### src/rtl/dmem_arbiter_pkg.sv
// Shared types and constants for the DATA_MEM two-port arbiter.
package dmem_arbiter_pkg;

  localparam int D_WIDTH_DEF    = 32;
  localparam int ADDR_WIDTH_DEF = 5;
  localparam int NUM_PORTS      = 2;

  typedef enum logic [1:0] {
    IDLE   = 2'd0,
    ACCESS = 2'd1,
    RESP   = 2'd2
  } state_t;

  // One-hot response vector for a granted port id.
  function automatic logic [NUM_PORTS-1:0] port_onehot(input logic port);
    logic [NUM_PORTS-1:0] vec;
    if (port) begin
      vec = 2'b10;
    end else begin
      vec = 2'b01;
    end
    return vec;
  endfunction

endpackage

### src/rtl/dmem_arbiter_rr_arb2.sv
// Two-way round-robin picker: a lone requester wins outright, and on a
// tie the port that was not granted last time wins.
module rr_arb2
  import dmem_arbiter_pkg::*;
(
  input  logic [NUM_PORTS-1:0] valid,
  input  logic                 last_grant,
  output logic [NUM_PORTS-1:0] grant
);

  // Pick at most one requester, alternating on ties.
  always_comb begin
    grant = 2'b00;
    case (valid)
      2'b01: grant = 2'b01;
      2'b10: grant = 2'b10;
      2'b11: begin
        if (last_grant) begin
          grant = 2'b01;
        end else begin
          grant = 2'b10;
        end
      end
      default: grant = 2'b00;
    endcase
  end

endmodule

### src/rtl/dmem_arbiter.sv
// Shares the single-port DATA_MEM between the core LSU (port 0) and a
// debug/DMA master (port 1). One access at a time: IDLE -> ACCESS -> RESP.
// Optional feature: define DMEM_ARBITER_RANGE_CHECK_EN to reject addresses
// >= MEM_WORDS (no memory strobe, error response with zero data).
module dmem_arbiter
  import dmem_arbiter_pkg::*;
#(
  parameter int D_WIDTH    = D_WIDTH_DEF,
  parameter int ADDR_WIDTH = ADDR_WIDTH_DEF,
  parameter int MEM_WORDS  = 32
) (
  input  logic                  i_clk,
  input  logic                  i_rst_n,
  input  logic [NUM_PORTS-1:0]  i_req_valid,
  output logic [NUM_PORTS-1:0]  o_req_ready,
  input  logic [NUM_PORTS-1:0]  i_req_we,
  input  logic [ADDR_WIDTH-1:0] i_req_addr0,
  input  logic [ADDR_WIDTH-1:0] i_req_addr1,
  input  logic [D_WIDTH-1:0]    i_req_wdata0,
  input  logic [D_WIDTH-1:0]    i_req_wdata1,
  output logic [NUM_PORTS-1:0]  o_rsp_valid,
  output logic [D_WIDTH-1:0]    o_rsp_rdata,
  output logic                  o_rsp_err,
  output logic [ADDR_WIDTH-1:0] o_mem_addr,
  output logic                  o_mem_write,
  output logic                  o_mem_read,
  output logic [D_WIDTH-1:0]    o_mem_wdata,
  input  logic [D_WIDTH-1:0]    i_mem_rdata
);

  state_t                state_r;
  logic                  last_grant_r;
  logic                  port_r;
  logic                  we_r;
  logic                  bad_r;

  logic [NUM_PORTS-1:0]  grant_s;
  logic                  sel_port_s;
  logic                  sel_we_s;
  logic [ADDR_WIDTH-1:0] sel_addr_s;
  logic [D_WIDTH-1:0]    sel_wdata_s;
  logic                  bad_s;

  rr_arb2 u_rr_arb2 (
    .valid      (i_req_valid),
    .last_grant (last_grant_r),
    .grant      (grant_s)
  );

  // Ready is offered only while idle, to the arbitration winner.
  assign o_req_ready = (state_r == IDLE) ? grant_s : 2'b00;

  // Route the winning port's request fields toward the latches.
  always_comb begin
    sel_port_s  = 1'b0;
    sel_we_s    = 1'b0;
    sel_addr_s  = {ADDR_WIDTH{1'b0}};
    sel_wdata_s = {D_WIDTH{1'b0}};
    if (grant_s[1]) begin
      sel_port_s  = 1'b1;
      sel_we_s    = i_req_we[1];
      sel_addr_s  = i_req_addr1;
      sel_wdata_s = i_req_wdata1;
    end else begin
      sel_port_s  = 1'b0;
      sel_we_s    = i_req_we[0];
      sel_addr_s  = i_req_addr0;
      sel_wdata_s = i_req_wdata0;
    end
  end

`ifdef DMEM_ARBITER_RANGE_CHECK_EN
  localparam logic [31:0] MEM_WORDS_U = 32'(MEM_WORDS);

  // Addresses beyond the implemented words never reach DATA_MEM.
  assign bad_s = (32'(sel_addr_s) >= MEM_WORDS_U);

  // Error flag is captured with the response and held until the next one.
  always_ff @(posedge i_clk or negedge i_rst_n) begin
    if (!i_rst_n) begin
      o_rsp_err <= 1'b0;
    end else if (state_r == ACCESS) begin
      o_rsp_err <= bad_r;
    end else begin
      o_rsp_err <= o_rsp_err;
    end
  end
`else
  assign bad_s     = 1'b0;
  assign o_rsp_err = 1'b0;
`endif

  // Transaction FSM: latch at accept, strobe DATA_MEM for one cycle, respond.
  // Strobes are flops set on the accept edge so they are high exactly
  // during ACCESS and drop asynchronously on reset.
  always_ff @(posedge i_clk or negedge i_rst_n) begin
    if (!i_rst_n) begin
      state_r      <= IDLE;
      last_grant_r <= 1'b1;
      port_r       <= 1'b0;
      we_r         <= 1'b0;
      bad_r        <= 1'b0;
      o_mem_addr   <= {ADDR_WIDTH{1'b0}};
      o_mem_wdata  <= {D_WIDTH{1'b0}};
      o_mem_write  <= 1'b0;
      o_mem_read   <= 1'b0;
      o_rsp_valid  <= 2'b00;
      o_rsp_rdata  <= {D_WIDTH{1'b0}};
    end else begin
      case (state_r)
        IDLE: begin
          o_rsp_valid <= 2'b00;
          if (grant_s != 2'b00) begin
            port_r       <= sel_port_s;
            we_r         <= sel_we_s;
            bad_r        <= bad_s;
            last_grant_r <= sel_port_s;
            o_mem_addr   <= sel_addr_s;
            o_mem_wdata  <= sel_wdata_s;
            o_mem_write  <= sel_we_s & ~bad_s;
            o_mem_read   <= ~sel_we_s & ~bad_s;
            state_r      <= ACCESS;
          end else begin
            o_mem_write <= 1'b0;
            o_mem_read  <= 1'b0;
            state_r     <= IDLE;
          end
        end
        ACCESS: begin
          o_mem_write <= 1'b0;
          o_mem_read  <= 1'b0;
          if (we_r || bad_r) begin
            o_rsp_rdata <= {D_WIDTH{1'b0}};
          end else begin
            o_rsp_rdata <= i_mem_rdata;
          end
          o_rsp_valid <= port_onehot(port_r);
          state_r     <= RESP;
        end
        RESP: begin
          o_rsp_valid <= 2'b00;
          state_r     <= IDLE;
        end
        default: begin
          o_mem_write <= 1'b0;
          o_mem_read  <= 1'b0;
          o_rsp_valid <= 2'b00;
          state_r     <= IDLE;
        end
      endcase
    end
  end

endmodule

### config.mk
export PLATFORM = sky130hd
export DESIGN_NAME = dmem_arbiter
export DESIGN_NICKNAME = d
export VERILOG_FILES = /design/src/rtl/dmem_arbiter_pkg.sv /design/src/rtl/dmem_arbiter_rr_arb2.sv /design/src/rtl/dmem_arbiter.sv
export SDC_FILE = /design/constraint.sdc
export NUM_CORES = 1
export LEC_CHECK = 0
export BUFFER_PORTS_ARGS = -buffer_cell sky130_fd_sc_hd__clkbuf_2
export CORE_ASPECT_RATIO = 1.2
export CORE_UTILIZATION = 35
export DETAILED_ROUTE_END_ITERATION = 10
export GPL_ROUTABILITY_DRIVEN = 0
export PLACE_DENSITY_LB_ADDON = 0.08
export SLEW_MARGIN = 20
export SYNTH_ARGS = -nofsm -noshare
export SYNTH_HDL_FRONTEND = slang
export SYNTH_SLANG_ARGS = --single-unit
### constraint.sdc
create_clock -name i_clk -period 2.1 [get_ports i_clk]
set_input_delay 0 -clock i_clk [delete_from_list [all_inputs] [get_ports i_clk]]
set_output_delay 0 -clock i_clk [all_outputs]
set_load 0.05 [all_outputs]
==> results_dict.tcl <==
set metrics [dict create \
    clk_path_buf_depth 2 \
    cts_hold_buffers 35 \
    die_x_um 93.2 \
    antenna_cells 0 \
    cts_inserted_buffers 9 \
    grt_overflow 0 \
    p_leak_nw 2.69 \
    cap_viol_max_count 0 \
    clkLatencyLatePin_ns 0.33 \
    finalPower_mw 9.44 \
    slew_violations 0 \
    timing.fmax_ghz 0.597 \
    grt_max_degree 67 \
    synth.net_count 402 \
    finClkSkew_ns 0.00428 \
    ys_seq_elements 78 \
    tightest_slew_ns 0.513 \
    setup_viol 0 \
    vias 2855 \
    met2_length_um 4130 \
    fp-row-count 39 \
    clock_sinks 78 \
    vdd_drop_max_uv 784 \
    syn_avg_cell_area_um2 12.0 \
    dp_cells 587 \
    cts_resized 0 \
    period_share_pct 79.8 \
    dp_hpwl_um 5970 \
    synth.distinct_cells 24 \
    wl_um 8500 \
    drt_pass1_iterations 4 \
    io_pins 188 \
    wl_met3_um 542 \
    arrival_ns 1.88 \
    die-area_um2 10400 \
    tns_ns 0 \
    rrSetupSlack_ns 0.43 \
    antenna_found_initial 0 \
    rsz0062_at_grt "false" \
    yosysSeqAreaShare_pct 55.9 \
    hold_class "in2reg" \
    syn2layout_area_growth_pct 48.7 \
    cp.required_ns 2.31 \
    clk_pin_slew_ns 0.06 \
    dr.first_iter.drc_count 87 \
    start_util_pct 36.3 \
    die_h_um 111 \
    period_needed_ns 1.67 \
    yosys_warnings 0 \
    start_kind "flop" \
    h-tree-depth 3 \
    wl_per_cell_um 13.4 \
    grt_pass1_vias 2809 \
    hold_viol 0 \
    worstPathMaxFanout 30 \
    drc 0 \
    drive_gt1_share_pct 55.2 \
    coreArea_um2 9610 \
    syn_area_um2 3490 \
    status "complete, no violations" \
    nets 622 \
    power_density_nw_per_um2 1820 \
    grt_pass1_wl_um 13600 \
    grt_usage_pct 16.9 \
    slew_headroom_pct 65.8 \
    wirelength_met1_um 3660 \
    ant_nets 0 \
    path_class "reg2reg" \
    root_buffer "clkbuf_16" \
    vias_per_cell 4.49 \
    syn_inst 290 \
    top_layer "met4" \
    post_cts_buffers 0 \
    cts_tree "done" \
    crit_path_end_kind "flop" \
    stdcell_count 636 \
    portBuffers 186 \
]
## power breakdown
part           switching, mW  leakage, nW  internal [mW]
Combinational           3.83         1.60           1.57
Sequential             0.395        0.962           2.28
Clock                  0.547        0.128          0.815
## cells by family after synthesis
logic type	synth area share, %
and+or+nand+nor	7.99
muxes	26.6
buffers and inverters	3.30
AOI/OAI and AO/OA	6.09
DFF	55.9
other	0.107
## synth_stat cells (all sizes together)
cell type	number	area share [%]
nor2	2	0.22
mux2	74	26
buf	10	1.9
dfstp	1	0.75
nand2	66	7.1
mux2i	2	0.57
a31oi	1	0.18
inv	4	0.43
conb	1	0.11
a22o	1	0.25
and2	1	0.18
o21ai	34	4.9
nand2b	1	0.18
a21o	1	0.22
dfrtp	77	55
nor3	1	0.14
a21oi	2	0.29
clkbuf	9	0.97
nor2b	1	0.18
a21bo	1	0.29
## path summary, 6_finish.rpt
path | from | end | depth (start not counted)
max reg2reg | last_grant_r | o_mem_wdata[27] | 4
min reg2reg | port_r | o_rsp_valid[0] | 1
max in group asynchronous | i_rst_n | o_rsp_rdata[2] | 3
min | i_req_wdata1[11] | o_mem_wdata[11] | 3
max | last_grant_r | o_mem_wdata[27] | 4
min in group asynchronous | i_rst_n | o_mem_wdata[11] | 2
## flip-flops by register name, summed over array words and instances (netlist names)
register	cells
o_mem_addr	5
o_rsp_rdata	32
last_grant_r	1
state_r	2
we_r	1
o_mem_wdata	32
o_mem_read	1
o_rsp_valid	2
o_mem_write	1
port_r	1
## worst max-delay path, stage by stage, from the launching register on
cell and delay, ns:
dfstp_2 0.55, a21bo_2 0.17, buf_12 0.21, mux2_2 0.35, mux2_2 0.26
## cells in the final DEF, fill, tap and decap left out, types with 2 or more instances in the layout
cell type      count
a21oi_1            2
buf_12             4
buf_4              4
clkbuf_1           2
clkbuf_16          9
clkbuf_2         185
clkinv_2           2
dfrtp_1           77
dlygate4sd3_1     35
inv_1              3
mux2_2            54
mux2_4            20
mux2i_1            2
nand2_1           66
nor2_1             2
o21ai_0           34
## stage by stage
stage | area, um2 | setup WS [ns] | hold slack (ns) | util (%)
final | 5190 | 0.425 | 0.0247 | 54.0
after global routing | 5190 | 0.309 | 0.0311 | 54.0
after CTS | 5190 | 0.411 | 0.0143 | 54.0
after detailed placement | 4580 | 0.417 | 0.0111 | 47.7
after global placement | 4580 | 0.463 | 0.00745 | 47.7
after floorplan | 3490 | 0.0306 | -0.296 | -
## layout make-up
type | instances | area, um2
Tap cell | 123 | 154
Clock inverter | 2 | 10.0
Fill cell | 888 | 4420
Sequential cell | 78 | 1950
Multi-Input combinational cell | 189 | 1430
Timing Repair Buffer | 228 | 1390
Clock buffer | 12 | 246
Inverter | 4 | 15.0
## per-layer routing
metal	vias to the layer above	global-route usage [%]
li1	1421	-
met1	1313	20.5
met2	109	28.2
met3	12	4.71
met4	0	6.77
met5	-	0
(Power assumes the default switching activity.)
